$ cat src/rtl/bp_update_scheduler_pkg.sv
// Shared types and helpers for the branch-predictor update scheduler.
// PHT index storage is sized to BP_IDX_MAX_W so the queue payload stays a fixed packed struct.
package bp_update_scheduler_pkg;

  localparam int unsigned GSHARE_GHSR_WIDTH = 8;
  localparam int unsigned GSHARE_PHT_WIDTH  = 8;
  localparam int unsigned BP_IDX_MAX_W      = 16;

  typedef enum logic [1:0] {
    INIT  = 2'd0,
    RUN   = 2'd1,
    DRAIN = 2'd2
  } bp_state_e;

  typedef struct packed {
    logic [BP_IDX_MAX_W-1:0] idx;
    logic                    taken;
  } bp_upd_t;

  // pc[pht_w+1:2] ^ ghsr, both limited to pht_w bits
  function automatic logic [BP_IDX_MAX_W-1:0] gshare_hash(
    input logic [31:0]             pc,
    input logic [BP_IDX_MAX_W-1:0] ghsr,
    input int unsigned             pht_w
  );
    logic [BP_IDX_MAX_W-1:0] mask;
    mask = {BP_IDX_MAX_W{1'b1}} >> (BP_IDX_MAX_W - pht_w);
    return (BP_IDX_MAX_W'(pc >> 2) ^ ghsr) & mask;
  endfunction

endpackage

$ cat src/rtl/bp_upd_fifo.sv
// Two-push / one-pop circular queue of PHT updates; push0 lands before push1.
module bp_upd_fifo
  import bp_update_scheduler_pkg::*;
#(
  parameter int unsigned DEPTH = 4
) (
  input  logic                         clk,
  input  logic                         reset,
  input  logic                         push0,
  input  bp_upd_t                      din0,
  input  logic                         push1,
  input  bp_upd_t                      din1,
  input  logic                         pop,
  output bp_upd_t                      head,
  output logic [$clog2(DEPTH):0]       count
);

  localparam int unsigned PW = $clog2(DEPTH);
  localparam int unsigned CW = PW + 1;

  logic [PW-1:0] wr_q;
  logic [PW-1:0] rd_q;
  bp_upd_t       mem [DEPTH];

  // Payload storage needs no reset; count and pointers define validity
  always_ff @(posedge clk) begin
    if (push0) mem[wr_q] <= din0;
    if (push1) mem[push0 ? wr_q + PW'(1) : wr_q] <= din1;
  end

  always_ff @(posedge clk or posedge reset) begin
    if (reset) begin
      wr_q  <= '0;
      rd_q  <= '0;
      count <= '0;
    end else begin
      wr_q  <= wr_q + PW'(push0) + PW'(push1);
      rd_q  <= rd_q + PW'(pop);
      count <= count + CW'(push0) + CW'(push1) - CW'(pop);
    end
  end

  assign head = mem[rd_q];

endmodule

$ cat src/rtl/bp_update_scheduler.sv
// Serialises gshare PHT writes (init sweep and resolved-branch updates) onto the
// single PHT write port and issues GHSR restores on mispredicts.
module bp_update_scheduler
  import bp_update_scheduler_pkg::*;
#(
  parameter int unsigned GHSR_W = GSHARE_GHSR_WIDTH,
  parameter int unsigned PHT_W  = GSHARE_PHT_WIDTH,
  parameter int unsigned QDEPTH = 4
) (
  input  logic              clk,
  input  logic              reset,
  input  logic              exe0_valid,
  input  logic [31:0]       exe0_pc,
  input  logic              exe0_taken,
  input  logic [GHSR_W-1:0] exe0_ghsr,
  input  logic              exe0_mispredict,
  input  logic              exe1_valid,
  input  logic [31:0]       exe1_pc,
  input  logic              exe1_taken,
  input  logic [GHSR_W-1:0] exe1_ghsr,
  input  logic              exe1_mispredict,
  input  logic              pht_clear,
  output logic              exe_stall,
  output logic              pht_we,
  output logic [PHT_W-1:0]  pht_idx,
  output logic              pht_init,
  output logic              pht_taken,
  output logic              flush_valid,
  output logic [GHSR_W-1:0] restore_ghsr,
  output logic              bp_busy
);

  localparam int unsigned CW = $clog2(QDEPTH) + 1;

  bp_state_e        state_q, state_d;
  logic [PHT_W-1:0] sweep_q;
  logic [CW-1:0]    count, count_nxt;
  bp_upd_t          head, upd0, upd1;
  logic             accept, push0, push1, pop;

  logic              pht_we_d, pht_init_d, pht_taken_d, flush_valid_d, bp_busy_d, exe_stall_d;
  logic [PHT_W-1:0]  pht_idx_d;
  logic [GHSR_W-1:0] restore_ghsr_d;

  // Enqueue/dequeue control; lane1 is dropped behind a lane0 mispredict
  always_comb begin
    accept    = (state_q == RUN) && !exe_stall;
    push0     = accept && exe0_valid;
    push1     = accept && exe1_valid && !(exe0_valid && exe0_mispredict);
    pop       = (state_q != INIT) && (count != '0);
    count_nxt = count + CW'(push0) + CW'(push1) - CW'(pop);
    upd0.idx   = gshare_hash(exe0_pc, BP_IDX_MAX_W'(exe0_ghsr), PHT_W);
    upd0.taken = exe0_taken;
    upd1.idx   = gshare_hash(exe1_pc, BP_IDX_MAX_W'(exe1_ghsr), PHT_W);
    upd1.taken = exe1_taken;
  end

  bp_upd_fifo #(.DEPTH(QDEPTH)) u_fifo (
    .clk   (clk),
    .reset (reset),
    .push0 (push0),
    .din0  (upd0),
    .push1 (push1),
    .din1  (upd1),
    .pop   (pop),
    .head  (head),
    .count (count)
  );

  // Next-state and next-output logic
  always_comb begin
    state_d        = state_q;
    pht_we_d       = 1'b0;
    pht_init_d     = 1'b0;
    pht_idx_d      = '0;
    pht_taken_d    = 1'b0;
    flush_valid_d  = 1'b0;
    restore_ghsr_d = '0;

    case (state_q)
      INIT:    if (sweep_q == '1) state_d = RUN;
      RUN:     if (pht_clear) state_d = DRAIN;
      DRAIN:   if (count == '0) state_d = INIT;
      default: state_d = INIT;
    endcase

    if (state_q == INIT) begin
      pht_we_d   = 1'b1;
      pht_init_d = 1'b1;
      pht_idx_d  = sweep_q;
    end else if (pop) begin
      pht_we_d    = 1'b1;
      pht_idx_d   = PHT_W'(head.idx);
      pht_taken_d = head.taken;
    end

    if (accept && exe0_valid && exe0_mispredict) begin
      flush_valid_d  = 1'b1;
      restore_ghsr_d = {exe0_ghsr[GHSR_W-2:0], exe0_taken};
    end else if (accept && exe1_valid && exe1_mispredict) begin
      flush_valid_d  = 1'b1;
      restore_ghsr_d = {exe1_ghsr[GHSR_W-2:0], exe1_taken};
    end

    // Stay busy until the final sweep write has actually landed
    bp_busy_d   = (state_q == INIT) || (state_d == INIT);
    exe_stall_d = (count_nxt > CW'(QDEPTH - 2)) || (state_d != RUN);
  end

  always_ff @(posedge clk or posedge reset) begin
    if (reset) begin
      state_q      <= INIT;
      sweep_q      <= '0;
      pht_we       <= 1'b0;
      pht_init     <= 1'b0;
      pht_idx      <= '0;
      pht_taken    <= 1'b0;
      flush_valid  <= 1'b0;
      restore_ghsr <= '0;
      bp_busy      <= 1'b1;
      exe_stall    <= 1'b1;
    end else begin
      state_q      <= state_d;
      sweep_q      <= (state_q == INIT) ? sweep_q + PHT_W'(1) : '0;
      pht_we       <= pht_we_d;
      pht_init     <= pht_init_d;
      pht_idx      <= pht_idx_d;
      pht_taken    <= pht_taken_d;
      flush_valid  <= flush_valid_d;
      restore_ghsr <= restore_ghsr_d;
      bp_busy      <= bp_busy_d;
      exe_stall    <= exe_stall_d;
    end
  end

endmodule

$ cat config.mk
export PLATFORM = sky130hd
export DESIGN_NAME = bp_update_scheduler
export DESIGN_NICKNAME = d
export VERILOG_FILES = /design/src/rtl/bp_update_scheduler_pkg.sv /design/src/rtl/bp_upd_fifo.sv /design/src/rtl/bp_update_scheduler.sv
export SDC_FILE = /design/constraint.sdc
export NUM_CORES = 1
export LEC_CHECK = 0
export BUFFER_PORTS_ARGS = -buffer_cell sky130_fd_sc_hd__buf_2
export CAP_MARGIN = 10
export CORE_ASPECT_RATIO = 1.1
export CORE_MARGIN = 1.5
export CORE_UTILIZATION = 51
export CTS_BUF_LIST = sky130_fd_sc_hd__clkbuf_16
export DETAILED_ROUTE_END_ITERATION = 8
export GPL_ROUTABILITY_DRIVEN = 0
export PLACE_DENSITY = 0.83
export SYNTH_ARGS = -nofsm -noshare
export SYNTH_HDL_FRONTEND = slang
export SYNTH_SLANG_ARGS = --single-unit
$ cat constraint.sdc
create_clock -name clk -period 3.3 [get_ports clk]
set_input_delay 0.165 -clock clk [delete_from_list [all_inputs] [get_ports clk]]
set_output_delay 0.165 -clock clk [all_outputs]
set_load 0.01 [all_outputs]
After elaboration in Yosys (flattened, before gate mapping)
Memories as Yosys holds them, arrays and structs flattened.
Cells that the tools add are included.
{"block": "totals", "ff_bits": 39, "ramBits": 36, "input_bits": 89, "elab_cells": 67, "memories": 1}
{"block": "classes", "addsub": 8, "magnitude_cmp": 1, "n_eq_ne": 4, "muxes": 21, "bitwise_logic": 2, "n_reduce_logical": 17}
{"memory": "u_fifo.mem", "depth": 4, "width": 9, "read_ports": 1, "rd_ports_with_merged_regs": 0, "write_ports": 2, "line_no": "bp_upd_fifo.sv:23", "rtl": "bp_upd_t mem [DEPTH];"}
{"op": "$mux W8", "n": 5}
{"op": "$xor A8 B8 Y8", "n": 2}
{"op": "$mux W1", "n": 11}
{"op": "$add A8 B1 Y8 const B", "n": 1}
{"op": "$eq A8 B8 Y1 const B", "n": 1}
{"op": "$logic_and A1 B1 Y1", "n": 8}
{"op": "$mux W2", "n": 4}
{"op": "$add A2 B1 Y2", "n": 3}
{"op": "$add A3 B1 Y3", "n": 2}
{"op": "$pmux W2 S3", "n": 1}
{"op": "$logic_not A2 Y1", "n": 2}
{"op": "$gt A3 B2 Y1 const B", "n": 1}
{"op": "$logic_not A3 Y1", "n": 1}
{"op": "$reduce_bool A3 Y1", "n": 1}
{"op": "$sub A3 B1 Y3", "n": 1}
{"op": "$add A2 B1 Y2 const B", "n": 1}
{"op": "$eq A2 B1 Y1 const B", "n": 1}
{"op": "$eq A2 B2 Y1 const B", "n": 1}
{"op": "$logic_not A1 Y1", "n": 2}
{"op": "$logic_or A1 B1 Y1", "n": 2}
{"op": "$ne A2 B1 Y1 const B", "n": 1}
{"op": "$reduce_bool A2 Y1", "n": 1}

Longest topological paths before layout
Gate-level depths: netlist of the first run.
{"block": "logic_depth", "depth_word": 8, "ltp_mapped": 12, "ltp_nobuf": 11}

By module
Synthesis of the first run repeated with hierarchy kept, for this count alone.
{"block": "unflattened", "hier_cells": 335, "hier_area_um2": 5330.1}
{"module": "bp_upd_fifo", "n_inst": 1, "cells_each": 209, "area_each_um2": 3828.7}
{"module": "bp_update_scheduler", "n_inst": 1, "cells_each": 126, "area_each_um2": 1501.4}

Worst setup path after synthesis of the first run
Ideal clock, no wire load.
{"block": "synth_timing", "kind": "register to register", "start": "register state_q[0]", "end": "register exe_stall", "arrival_time_ns": 2.547, "required_ns": 3.222, "slack_ns": 0.676, "stages_incl_launch_ff": 13, "n_path_buf": 1, "period_less_slack_ns": 2.624, "path_cell_list": "dfrtp_1 or2_2 buf_2 inv_1 nor2_1 ha_1 inv_1 fa_1 fa_1 xnor2_1 xnor2_1 a21oi_1 nand2_1"}
{"block": "synth_via", "elab_chain_len": 8, "elab_cells_between_ends": 19}
{"element": "start, declared", "line_no": "bp_update_scheduler.sv:35", "rtl": "bp_state_e state_q, state_d;"}
{"element": "start signal, assigned", "line_no": "bp_update_scheduler.sv:123", "rtl": "state_q <= state_d;"}
{"element": "$eq A2 B1 Y1", "line_no": "bp_update_scheduler.sv:47", "rtl": "accept = (state_q == RUN) && !exe_stall;"}
{"element": "$logic_and A1 B1 Y1", "line_no": "bp_update_scheduler.sv:47"}
{"element": "$logic_and A1 B1 Y1 (on tied branches)", "line_no": "bp_update_scheduler.sv:48, bp_update_scheduler.sv:49"}
{"element": "$add A3 B1 Y3 or $logic_and A1 B1 Y1 (tied branches)", "line_no": "bp_update_scheduler.sv:51, bp_update_scheduler.sv:49"}
{"element": "$add A3 B1 Y3", "line_no": "bp_update_scheduler.sv:51", "rtl": "count_nxt = count + CW'(push0) + CW'(push1) - CW'(pop);"}
{"element": "$sub A3 B1 Y3 (*)", "line_no": "bp_update_scheduler.sv:51"}
{"element": "net count_nxt[2]", "line_no": "bp_update_scheduler.sv:37", "rtl": "logic [CW-1:0] count, count_nxt;"}
{"element": "$gt A3 B2 Y1 (*)", "line_no": "bp_update_scheduler.sv:107", "rtl": "exe_stall_d = (count_nxt > CW'(QDEPTH - 2)) || (state_d != RUN);"}
{"element": "$logic_or A1 B1 Y1 (*)", "line_no": "bp_update_scheduler.sv:107"}
{"element": "net exe_stall_d", "line_no": "bp_update_scheduler.sv:41", "rtl": "logic pht_we_d, pht_init_d, pht_taken_d, flush_valid_d, bp_busy_d, exe_stall_d;"}
{"element": "end signal, assigned", "line_no": "bp_update_scheduler.sv:132", "rtl": "exe_stall <= exe_stall_d;"}
{"element": "end, declared", "line_no": "bp_update_scheduler.sv:23", "rtl": "output logic exe_stall,"}
The timed path passes the listed nets; every way through them passes the cells marked *.

Worst setup path in the final report of the first run
{"block": "layout_timing", "start": "register state_q[1]", "end": "register exe_stall"}
The elaborated chain is that of the path after synthesis.

==> load_flow_metrics.sql, run 1 <==
INSERT INTO impl_metrics (metric_group, metric, value, unit) VALUES
('route', 'detailroute.via_count', '2275', ''),
('die', 'placement_rows', '31', ''),
('synthesis', 'synth_top_flop_cell', 'dfrtp_1', ''),
('worst_setup_path', 'critical_path_required', '3.56', 'ns'),
('worst_setup_path', 'critical_path_class', 'flip-flop to flip-flop', ''),
('sta', 'slew_violations', '0', ''),
('worst_setup_path', 'worst-endpoint-arrival', '3.10', 'ns'),
('worst_setup_path', 'worst-path-max-fanout', '6', ''),
('power_and_ir_drop', 'netSwitchingPower', '0.4228', 'mW'),
('cts', 'cts.path.max_buffers', '2', ''),
('route', 'remaining_drc_errors', '0', ''),
('sta', 'clock-skew-final', '0.005985', 'ns'),
('die', 'coreArea', '6710', 'sq um'),
('worst_setup_path', 'worstSetupEndpointType', 'flip-flop', ''),
('route', 'dr.pass1.iters', '4', ''),
('synthesis', 'synth.net_count', '360', ''),
('route', 'vias_per_cell', '5.417', ''),
('die', 'io-pin-count', '111', ''),
('min_path', 'hold_path_startpoint', 'exe0_ghsr[3]', ''),
('cts', 'cts_num_sinks', '75', ''),
('sta', 'setup_violations', '0', ''),
('synthesis', 'post_synthesis_cell_area', '3586', 'sq um'),
('worst_setup_path', 'worstReg2RegStart', 'state_q[1]', ''),
('grt', 'number_of_antenna_violations_at_the_first_check_in_global_routing', '0', ''),
('min_path', 'holdCritPathClass', 'primary input to flip-flop', ''),
('sta', 'worst_slew_margin_rel', '54.77', '%'),
('route', 'routedWlPerCell', '17.43', 'microns'),
('synthesis', 'synth.distinct_cells', '39', ''),
('synthesis', 'register_bit_count_reported_by_yosys', '75', ''),
('synthesis', 'synth_area_per_cell', '13.74', 'sq um'),
('worst_setup_path', 'setup.reg_to_reg.worst_slack', '0.46', 'ns'),
('power_and_ir_drop', 'internal_power', '1.767', 'mW'),
('route', 'finalWirelength', '7320', 'microns'),
('power_and_ir_drop', 'share_of_power_burned_in_registers', '45.1', '%'),
('power_and_ir_drop', 'power.combinational.fraction', '4.9', '%'),
('synthesis', 'yosys_warnings', '0', ''),
('synthesis', 'synth-seq-area-share', '57.43', '%'),
('sta', 'totalNegativeSetupSlack', '0', 'ns'),
('power_and_ir_drop', 'power.share.switching', '19.31', '%'),
('cts', 'tritoncts', 'yes', ''),
('cells_and_area', 'final_nets', '432', ''),
('route', 'initialDrtViolationCount', '110', ''),
('cts', 'cts_htree_levels', '3', ''),
('cts', 'cts_post_setup_buffers_inserted', '0', ''),
('placed_design', 'buffer_ports.inserted', '62', ''),
('die', 'dieWidth', '82.95', 'microns'),
('worst_setup_path', 'critPathLaunch', 'state_q[1]', ''),
('cells_and_area', 'layout-drive-gt1-share', '29.88', '%'),
('cells_and_area', 'filler_cell_count', '507', ''),
('cts', 'clk_root_buffer_cell', 'clkbuf_16', ''),
('sta', 'worst_margin_slew', '0.6784', 'ns'),
('grt', 'globalRouteOverflowTotal', '0', ''),
('sta', 'max_clock_freq', '0.3523', 'GHz'),
('grt', 'number_of_global_route_vias_before_repair', '2478', ''),
('power_and_ir_drop', 'clock_power_share', '50.0', '%'),
('cts', 'worst_skew_pair.late_latency', '0.34', 'ns'),
('sta', 'final.min_clock_period', '2.838', 'ns'),
('power_and_ir_drop', 'power_leakage', '1.932', 'nW'),
('synthesis', 'syn-instance-count', '261', ''),
('die', 'initial_cell_density_of_the_core', '53.44', '%'),
('synthesis', 'share_of_synthesized_flip_flops_with_an_asynchronous_set_or_reset', '52.00', '%'),
('sta', 'rsz0062_at_grt', 'false', ''),
('cts', 'path_clk_slew', '0.05', 'ns'),
('grt', 'grt_pass1_wl', '12050', 'microns'),
('die', 'die-height', '90.95', 'microns'),
('worst_setup_path', 'timing.critical_path.from_type', 'flip-flop', ''),
('sta', 'timing.final.crit_share', '86.01', '%'),
('status', 'outcome', 'complete, no violations', ''),
('die', 'die_area', '7544', 'sq um'),
('power_and_ir_drop', 'pwr_density_cell', '505.3', 'nW/um^2'),
('placed_design', 'post-dp-hpwl', '5093', 'microns'),
('job', 'cap_viol_max_count', '0', ''),
('cells_and_area', 'layout-area-overhead-vs-synth', '20.83', '%'),
('sta', 'report.final.hold_viol_count', '0', ''),
('cells_and_area', 'finalCoreUtilization', '64.57', '%'),
('cts', 'number_of_buffers_inserted_during_clock_tree_synthesis', '9', ''),
('cells_and_area', 'n_antenna_cell', '0', ''),
('route', 'antenna_violating_nets_post_route', '0', ''),
('grt', 'grt_max_degree', '40', ''),
('power_and_ir_drop', 'vdd_drop_max', '0.4750', 'mV'),
('grt', 'track_usage', '21.27', '%'),
('synthesis', 'synth-edff-count', '36', '');
## power groups by stage
stage | sequential, mW | combinational (mW) | clock (mW)
floorplan | 1.01 | 0.0600 | 0
global placement | 1.01 | 0.101 | 0
detailed placement | 1.01 | 0.106 | 0
CTS | 0.988 | 0.108 | 1.11
global route | 0.987 | 0.120 | 1.16
finish | 0.988 | 0.107 | 1.09
## logic make-up after synthesis
group,count (synthesis),synth area share [%]
muxes,45,16.05
adders and majority gates,10,4.117
and+or+nand+nor,62,8.548
AOI/OAI and AO/OA,25,4.745
xor gates and xnor gates,26,6.350
DFF,75,57.43
buffers and inverters,18,2.756
## path summary, 6_finish.rpt
kind | endpoint | cells past startpoint
max | exe_stall | 11
min | restore_ghsr[4] | 3
max reg2reg | exe_stall | 11
min reg2reg | sweep_q[0] | 1
max in group asynchronous | exe_stall | 4
min in group asynchronous | sweep_q[0] | 4
## cell usage after synthesis, types with 2 or more instances
| cell | n | area share [%] |
|---|---|---|
| a21o_1 | 3 | 0.63 |
| a21oi_1 | 2 | 0.28 |
| a22o_1 | 8 | 2.0 |
| and2_1 | 3 | 0.52 |
| and3_1 | 4 | 0.70 |
| buf_4 | 2 | 0.42 |
| buf_6 | 3 | 0.94 |
| clkbuf_1 | 4 | 0.42 |
| dfrtp_1 | 37 | 26 |
| dfstp_2 | 2 | 1.5 |
| edfxtp_1 | 36 | 30 |
| fa_1 | 3 | 1.7 |
| ha_1 | 7 | 2.4 |
| inv_1 | 7 | 0.73 |
| mux2_4 | 2 | 0.84 |
| mux2i_1 | 32 | 8.9 |
| mux4_2 | 9 | 5.7 |
| nand2_1 | 26 | 2.7 |
| nand3_1 | 5 | 0.70 |
| nand3b_1 | 2 | 0.42 |
| nor2_1 | 10 | 1.0 |
| nor3_1 | 3 | 0.42 |
| nor3b_1 | 2 | 0.42 |
| o21ai_0 | 9 | 1.3 |
| or3_1 | 2 | 0.35 |
| xnor2_1 | 20 | 4.9 |
| xor2_1 | 6 | 1.5 |
## worst max-delay path, cell delays in order (launching register included)
cell	delay [ns]
dfrtp_1	0.44
nor3b_2	0.32
and3_1	0.33
inv_2	0.08
ha_1	0.28
inv_1	0.04
fa_1	0.37
fa_1	0.38
xnor2_1	0.15
xnor2_1	0.15
a21oi_1	0.15
nand2_1	0.08
## metal layers
metal  track usage, %  routed length (microns)
met5                0                        0
met1            24.00                     2946
met3            6.091                      337
met4            9.167                      153
met2            37.53                     3883
## placed cells by master (no fill, tap or decap), drive strengths merged
cell	n
ha	7
dlygate4sd3	1
or2	1
nor2	10
nand3b	2
dfrtp	37
xor2	6
nand3	5
a41o	1
a21o	3
or3	2
a22o	8
nand2	26
edfxtp	36
nor3	3
and3	4
o21a	1
o21ai	10
clkinv	3
mux4	9
nor3b	3
buf	70
mux2	4
inv	9
nand4	1
xnor2	20
fa	3
and2	3
mux2i	32
and4bb	1
clkbuf	9
bufinv	3
a21oi	2
or2b	1
dfstp	2
## layout make-up
| class | instances | area, sq um | area share, % |
|---|---|---|---|
| timing repair buffer | 71 | 380.4 | 8.779 |
| tap | 82 | 102.6 | 2.368 |
| clock inverter | 7 | 107.6 | 2.483 |
| sequential | 75 | 2059 | 47.53 |
| clock buffer | 9 | 225.2 | 5.198 |
| inverter | 8 | 30.03 | 0.6930 |
| multi-input combinational | 168 | 1428 | 32.95 |
## sequential cells by signal, summed over array words and instances, names as in the netlist, 2 cells and up
name and cells:
u_fifo.mem 36, pht_idx 8, restore_ghsr 8, sweep_q 8
u_fifo.count 3, state_q 2, u_fifo.rd_q 2, u_fifo.wr_q 2
## through the flow
stage	setup WS (ns)	area [sq um]	cells	total power, mW	hold slack, ns
detailed placement	0.4932	3990	403	1.112	0.3163
global placement	0.5892	3990	403	1.107	0.3175
global route	0.2933	4333	420	2.265	0.07387
floorplan	0.6756	3586	261	1.066	0.2818
finish	0.4615	4333	420	2.189	0.06598
CTS	0.4524	4333	420	2.207	0.05673
## repair_timing
item | 4_1_cts | 5_1_grt
gates resized for setup | 0 | 0
hold endpoints to repair | 37 | 0
hold buffers | 1 | 0
(Power assumes the default switching activity.)
==> run 2: changes to the inputs <==
Settings changed: CORE_UTILIZATION 51 to 50, PLACE_DENSITY 0.83 to 0.8, SLEW_MARGIN from default to 20, SYNTH_HIERARCHICAL from default to 1.
Clock period 3.3 ns to 2.4 ns, I/O delays scaled along.
==> load_flow_metrics.sql, run 2 <==
INSERT INTO impl_metrics (metric_group, metric, value, unit) VALUES
('cells_and_area', 'layout-drive-gt1-share', '52.37', '%'),
('worst_setup_path', 'critical-path-max-stage-delay', '0.44', 'ns'),
('job', 'cap_viol_max_count', '0', ''),
('cells_and_area', 'layout-area-overhead-vs-synth', '24.99', '%'),
('sta', 'final.min_clock_period', '2.386', 'ns'),
('min_path', 'min_delay_path_depth', '2', ''),
('worst_setup_path', 'worstReg2RegStart', 'state_q[1]', ''),
('placed_design', 'placement.setup.worst_slack', '-0.005912', 'ns'),
('sta', 'worst_margin_slew', '0.6187', 'ns'),
('cts', 'worst_skew_pair.late_latency', '0.33', 'ns'),
('power_and_ir_drop', 'vdd_drop_max', '0.5047', 'mV'),
('cells_and_area', 'final_common_cell', 'buf_2', ''),
('min_path', 'holdCritPathClass', 'primary input to flip-flop', ''),
('worst_setup_path', 'critical_path_required', '2.61', 'ns'),
('worst_setup_path', 'worst-endpoint-arrival', '2.59', 'ns'),
('grt', 'number_of_global_route_vias_before_repair', '2426', ''),
('grt', 'track_usage', '19.97', '%'),
('placed_design', 'placedInstanceArea', '4345', 'sq um'),
('power_and_ir_drop', 'pwr_density_cell', '814.0', 'nW/um^2'),
('min_path', 'hold_path_startpoint', 'exe1_ghsr[5]', ''),
('sta', 'slew_violations', '0', ''),
('cells_and_area', 'final_cell_count_no_fill', '446', ''),
('synthesis', 'yosys_warnings', '6', ''),
('cts', 'path_clk_slew', '0.06', 'ns'),
('power_and_ir_drop', 'power.share.switching', '29.23', '%'),
('cells_and_area', 'final_nets', '456', ''),
('synthesis', 'syn-instance-count', '262', ''),
('status', 'outcome', 'complete, no violations', ''),
('die', 'initial_cell_density_of_the_core', '51.46', '%'),
('worst_setup_path', 'critical_path_class', 'flip-flop to flip-flop', ''),
('sta', 'setup_slack', '0.01358', 'ns'),
('sta', 'setup_violations', '0', ''),
('cts', 'tritoncts', 'yes', ''),
('cts', 'cts_htree_levels', '3', ''),
('synthesis', 'synth.net_count', '364', ''),
('synthesis', 'synth_area_per_cell', '14.60', 'sq um'),
('grt', 'number_of_antenna_violations_at_the_first_check_in_global_routing', '0', ''),
('synthesis', 'post_synthesis_cell_area', '3825', 'sq um'),
('cells_and_area', 'n_antenna_cell', '0', ''),
('power_and_ir_drop', 'share_of_power_burned_in_registers', '44.3', '%'),
('worst_setup_path', 'worstSetupEndpointType', 'flip-flop', ''),
('die', 'dieWidth', '86.40', 'microns'),
('sta', 'timing.final.crit_share', '99.43', '%'),
('worst_setup_path', 'setup.reg_to_reg.worst_slack', '0.01', 'ns'),
('die', 'placement_rows', '33', ''),
('sta', 'rsz0062_at_grt', 'true', ''),
('sta', 'max_clock_freq', '0.4190', 'GHz'),
('power_and_ir_drop', 'total_power', '3.891', 'mW'),
('grt', 'grt_pass1_wl', '12050', 'microns'),
('min_path', 'whs_endpoint', 'restore_ghsr[6]', ''),
('worst_setup_path', 'worst_r2r_path_depth', '10', ''),
('cts', 'clk_root_buffer_cell', 'clkbuf_16', ''),
('cells_and_area', 'layout.cell_area.non_filler', '4781', 'sq um'),
('sta', 'worst_slew_margin_rel', '58.75', '%'),
('power_and_ir_drop', 'netSwitchingPower', '1.137', 'mW'),
('worst_setup_path', 'critPathBufInv', '3', ''),
('route', 'routedWlPerCell', '17.61', 'microns'),
('worst_setup_path', 'worst_path_dominant_cell_family', 'adder cells', ''),
('worst_setup_path', 'crit_top_cell', 'inv_2', ''),
('cts', 'cts.path.max_buffers', '2', ''),
('route', 'vias_per_cell', '5.489', ''),
('cells_and_area', 'largest_register_ffs', '36', ''),
('placed_design', 'placed_cells_incl_taps', '418', ''),
('cells_and_area', 'final_cell_mix', 'buf_2 (62), edfxtp_1 (36), dfrtp_1 (34), mux2_2 (34), buf_4 (28)', ''),
('sta', 'report.final.hold_viol_count', '0', ''),
('sta', 'totalNegativeSetupSlack', '0', 'ns'),
('worst_setup_path', 'worst-path-max-fanout', '5', ''),
('power_and_ir_drop', 'internal_power', '2.754', 'mW'),
('route', 'detailroute.via_count', '2448', ''),
('worst_setup_path', 'cpMaxStageDelayCell', 'dfrtp_2', ''),
('power_and_ir_drop', 'power.combinational.fraction', '24.6', '%'),
('grt', 'globalRouteOverflowTotal', '0', ''),
('route', 'initialDrtViolationCount', '96', ''),
('route', 'antenna_violating_nets_post_route', '0', ''),
('sta', 'clock-skew-final', '0.006258', 'ns'),
('placed_design', 'post-dp-hpwl', '5413', 'microns'),
('die', 'io-pin-count', '111', ''),
('die', 'coreArea', '7432', 'sq um'),
('power_and_ir_drop', 'power_leakage', '2.036', 'nW'),
('cells_and_area', 'filler_cell_count', '547', ''),
('placed_design', 'buffer_ports.inserted', '62', ''),
('cells_and_area', 'registers.top_by_ff_count', 'u_fifo/mem', ''),
('worst_setup_path', 'timing.critical_path.from_type', 'flip-flop', ''),
('die', 'die_area', '8184', 'sq um'),
('worst_setup_path', 'timing.critical_path.cells', 'nor3b_4 > nand2_2 > inv_2 > inv_2 > ha_4 > inv_2 > fa_2 > fa_2 > xnor2_2 > xnor2_1', ''),
('cts', 'number_of_buffers_inserted_during_clock_tree_synthesis', '9', ''),
('grt', 'grt_max_degree', '27', ''),
('die', 'die-height', '94.73', 'microns'),
('cts', 'cts_num_sinks', '75', ''),
('worst_setup_path', 'regToRegEndpoint', 'u_fifo/count[2]', ''),
('route', 'dr.pass1.iters', '4', ''),
('route', 'finalWirelength', '7852', 'microns'),
('power_and_ir_drop', 'clock_power_share', '31.0', '%'),
('route', 'remaining_drc_errors', '0', '');
==> run 2: worst max-delay path by stage <==
| stage | from | endpoint | slack (ns) | cells past startpoint |
|---|---|---|---|---|
| 2_1_floorplan | state_q[1] | u_fifo/count[2] | 0.02 | 11 |
| 3_3_place_gp | state_q[1] | u_fifo/count[2] | 0.03 | 10 |
| 3_5_place_dp | u_fifo/count[0] | exe_stall | -0.006 | 11 |
| 4_1_cts | state_q[1] | u_fifo/count[2] | -0.02 | 10 |
| 5_1_grt | state_q[0] | u_fifo/count[2] | -0.09 | 10 |
| 6_report | state_q[1] | u_fifo/count[2] | 0.01 | 10 |
==> run 2: routing by layer <==
metal / wire length (microns) / track usage (%)
met5: 0 / 0
met3: 258 / 3.584
met1: 3278 / 24.68
met2: 4214 / 35.29
met4: 99 / 6.720
==> run 2: final cells by class <==
cell class,count,area (sq um),area share [%]
Clock buffer,9,225.2,4.711
Clock inverter,7,42.54,0.8898
Inverter,16,62.56,1.309
Multi-Input combinational cell,158,1688,35.30
Sequential cell,75,2063,43.16
Tap cell,87,108.9,2.277
Timing Repair Buffer,94,590.6,12.35
==> run 2: what timing repair did <==
item	in CTS	in global routing
hold endpoints to repair	13	0
setup endpoints to repair	2	12
hold buffers	1	0
pin swaps	2	12
resized for setup	0	21
setup buffers	1	10
==> run 2: worst reg2reg max path, delay by kind of cell, from the launching register on <==
family / cells / cell delay, ns
buf+inv: 3 / 0.16
fa+ha+maj: 3 / 0.98
simple gates: 2 / 0.40
flops: 1 / 0.44
xor+xnor: 2 / 0.28
==> run 2: power by group through the flow <==
stage	sequential [mW]	clock [mW]	combinational, mW
6_report	1.72	1.21	0.959
3_5_place_dp	1.76	0	0.833
4_1_cts	1.73	1.22	0.845
2_1_floorplan	1.70	0	0.630
5_1_grt	1.75	1.28	1.04
3_3_place_gp	1.74	0	0.801
==> run 2: per-stage QoR <==
step,hold WS (ns),utilization [%]
after floorplan,-0.07660,-
after detailed placement,0.1005,58.47
after global placement,0.08325,58.47
final,0.03371,64.33
after global routing,0.04250,64.33
after CTS,0.01137,62.31
==> run 3: changes to the inputs <==
Settings changed: RECOVER_POWER from default to 25.
==> load_flow_metrics.sql, run 3 (synthesis results as in run 2) <==
INSERT INTO impl_metrics (metric_group, metric, value, unit) VALUES
('status', 'outcome', 'complete, no violations', ''),
('die', 'dieWidth', '86.40', 'microns'),
('worst_setup_path', 'critical-path-max-stage-delay', '0.44', 'ns'),
('cells_and_area', 'final_nets', '456', ''),
('placed_design', 'placedInstanceArea', '4345', 'sq um'),
('grt', 'grt_pass1_wl', '12050', 'microns'),
('cells_and_area', 'layout-drive-gt1-share', '46.52', '%'),
('min_path', 'holdCritPathClass', 'primary input to flip-flop', ''),
('die', 'die_area', '8184', 'sq um'),
('route', 'finalWirelength', '7885', 'microns'),
('route', 'vias_per_cell', '5.482', ''),
('die', 'coreArea', '7432', 'sq um'),
('sta', 'max_clock_freq', '0.4190', 'GHz'),
('placed_design', 'post-dp-hpwl', '5413', 'microns'),
('grt', 'globalRouteOverflowTotal', '0', ''),
('power_and_ir_drop', 'power_leakage', '1.960', 'nW'),
('route', 'antenna_violating_nets_post_route', '0', ''),
('worst_setup_path', 'critical_path_class', 'flip-flop to flip-flop', ''),
('grt', 'track_usage', '19.97', '%'),
('sta', 'rsz0062_at_grt', 'true', ''),
('cts', 'cts_num_sinks', '75', ''),
('cts', 'path_clk_slew', '0.06', 'ns'),
('worst_setup_path', 'worstSetupEndpointType', 'flip-flop', ''),
('die', 'initial_cell_density_of_the_core', '51.46', '%'),
('cts', 'worst_skew_pair.late_latency', '0.33', 'ns'),
('cts', 'number_of_buffers_inserted_during_clock_tree_synthesis', '9', ''),
('cells_and_area', 'final_cell_count_no_fill', '446', ''),
('worst_setup_path', 'critical_path_required', '2.61', 'ns'),
('worst_setup_path', 'timing.critical_path.from_type', 'flip-flop', ''),
('sta', 'slew_violations', '0', ''),
('grt', 'number_of_global_route_vias_before_repair', '2426', ''),
('route', 'routedWlPerCell', '17.68', 'microns'),
('placed_design', 'placed_cells_incl_taps', '418', ''),
('worst_setup_path', 'worst-path-max-fanout', '5', ''),
('cells_and_area', 'layout.area.seq', '2063', 'sq um'),
('cts', 'cts.path.max_buffers', '2', ''),
('sta', 'worst_margin_slew', '0.6224', 'ns'),
('worst_setup_path', 'worstReg2RegStart', 'state_q[1]', ''),
('cells_and_area', 'combined_area_of_the_multi_input_logic_cells', '1688', 'sq um'),
('cells_and_area', 'n_antenna_cell', '0', ''),
('worst_setup_path', 'timing.critical_path.cells', 'nor3b_4 > nand2_2 > inv_2 > inv_2 > ha_4 > inv_2 > fa_2 > fa_2 > xnor2_2 > xnor2_1', ''),
('worst_setup_path', 'worst-endpoint-arrival', '2.59', 'ns'),
('die', 'placement_rows', '33', ''),
('cts', 'clk_root_buffer_cell', 'clkbuf_16', ''),
('worst_setup_path', 'cpMaxStageDelayCell', 'dfrtp_2', ''),
('route', 'initialDrtViolationCount', '88', ''),
('cells_and_area', 'final_cell_mix', 'buf_2 (41), edfxtp_1 (36), dfrtp_1 (34), mux2_2 (34), buf_4 (28)', ''),
('power_and_ir_drop', 'vdd_drop_max', '0.5031', 'mV'),
('sta', 'report.final.hold_viol_count', '0', ''),
('route', 'remaining_drc_errors', '0', ''),
('die', 'die-height', '94.73', 'microns'),
('cts', 'cts_htree_levels', '3', ''),
('cells_and_area', 'final_common_cell', 'buf_2', ''),
('cts', 'tritoncts', 'yes', ''),
('cells_and_area', 'largest_register_ffs', '36', ''),
('sta', 'worst_slew_margin_rel', '58.50', '%'),
('power_and_ir_drop', 'pwr_density_cell', '815.7', 'nW/um^2'),
('cells_and_area', 'layout.cell_area.non_filler', '4755', 'sq um'),
('sta', 'final.min_clock_period', '2.387', 'ns'),
('worst_setup_path', 'critPathLaunch', 'state_q[1]', ''),
('sta', 'timing.final.crit_share', '99.44', '%'),
('job', 'cap_viol_max_count', '0', ''),
('grt', 'grt_max_degree', '27', ''),
('worst_setup_path', 'crit_top_cell', 'inv_2', ''),
('cells_and_area', 'layout-area-overhead-vs-synth', '24.30', '%'),
('grt', 'number_of_antenna_violations_at_the_first_check_in_global_routing', '0', ''),
('sta', 'setup_violations', '0', ''),
('placed_design', 'buffer_ports.inserted', '62', ''),
('route', 'detailroute.via_count', '2445', ''),
('route', 'dr.pass1.iters', '4', ''),
('sta', 'clock-skew-final', '0.006261', 'ns'),
('cells_and_area', 'registers.top_by_ff_count', 'u_fifo/mem', ''),
('min_path', 'hold_path_startpoint', 'exe1_ghsr[5]', ''),
('die', 'io-pin-count', '111', ''),
('cells_and_area', 'filler_cell_count', '555', ''),
('sta', 'totalNegativeSetupSlack', '0', 'ns');
==> run 3: final cells by class <==
class | count | share of cell area (%)
clock buffers | 9 | 4.737
clock inverters | 7 | 0.8947
inverters | 16 | 1.316
multi-input cells | 158 | 35.50
flip-flops and latches | 75 | 43.39
well taps | 87 | 2.289
repair buffers | 94 | 11.87
==> run 3: timing repair <==
item / CTS / global route
cloned: 0 / 0
hold endpoints to repair: 13 / 0
pin swaps: 2 / 12
endpoints found under the setup margin: 2 / 12
setup buffers: 1 / 10
hold buffers: 1 / 0
resized for setup: 0 / 21
==> run 3: final timing paths <==
check                                  end  cells after the start  slack, ns
max                        u_fifo/count[2]                     10       0.01
min                        restore_ghsr[6]                      2       0.03
max reg2reg                u_fifo/count[2]                     10       0.01
min reg2reg                     sweep_q[0]                      1       0.54
max in group asynchronous          bp_busy                      4       1.38
min in group asynchronous  u_fifo/count[0]                      3       0.30
==> run 3: stage by stage <==
stage / setup WS [ns] / hold WS (ns) / utilization [%] / total power, mW
6_report: 0.01339 / 0.03418 / 63.97 / 3.878
5_1_grt: -0.08788 / 0.04250 / 63.97 / 4.055
4_1_cts: -0.01636 / 0.01137 / 62.31 / 3.804
3_5_place_dp: -0.005912 / 0.1005 / 58.47 / 2.589
3_3_place_gp: 0.03442 / 0.08325 / 58.47 / 2.543
2_1_floorplan: 0.01751 / -0.07660 / - / 2.326
==> run 3: report_power, final <==
part           switching [mW]  internal [mW]
Clock                   0.513          0.695
Combinational           0.424          0.517
Sequential              0.203           1.53
==> run 3: per-layer routing <==
layer | vias up | routed length (microns) | GRT usage (%)
met4 | 0 | 99 | 6.720
li1 | 1144 | - | -
met2 | 69 | 4212 | 35.29
met5 | - | 0 | 0
met1 | 1219 | 3277 | 24.68
met3 | 13 | 294 | 3.584
==> run 3: worst max-delay path: cells and delay by family (launching register included) <==
family        cells  cell delay, ns
simple gates      2            0.40
fa+ha+maj         3            0.98
flops             1            0.44
xor+xnor          2            0.28
buf+inv           3            0.16
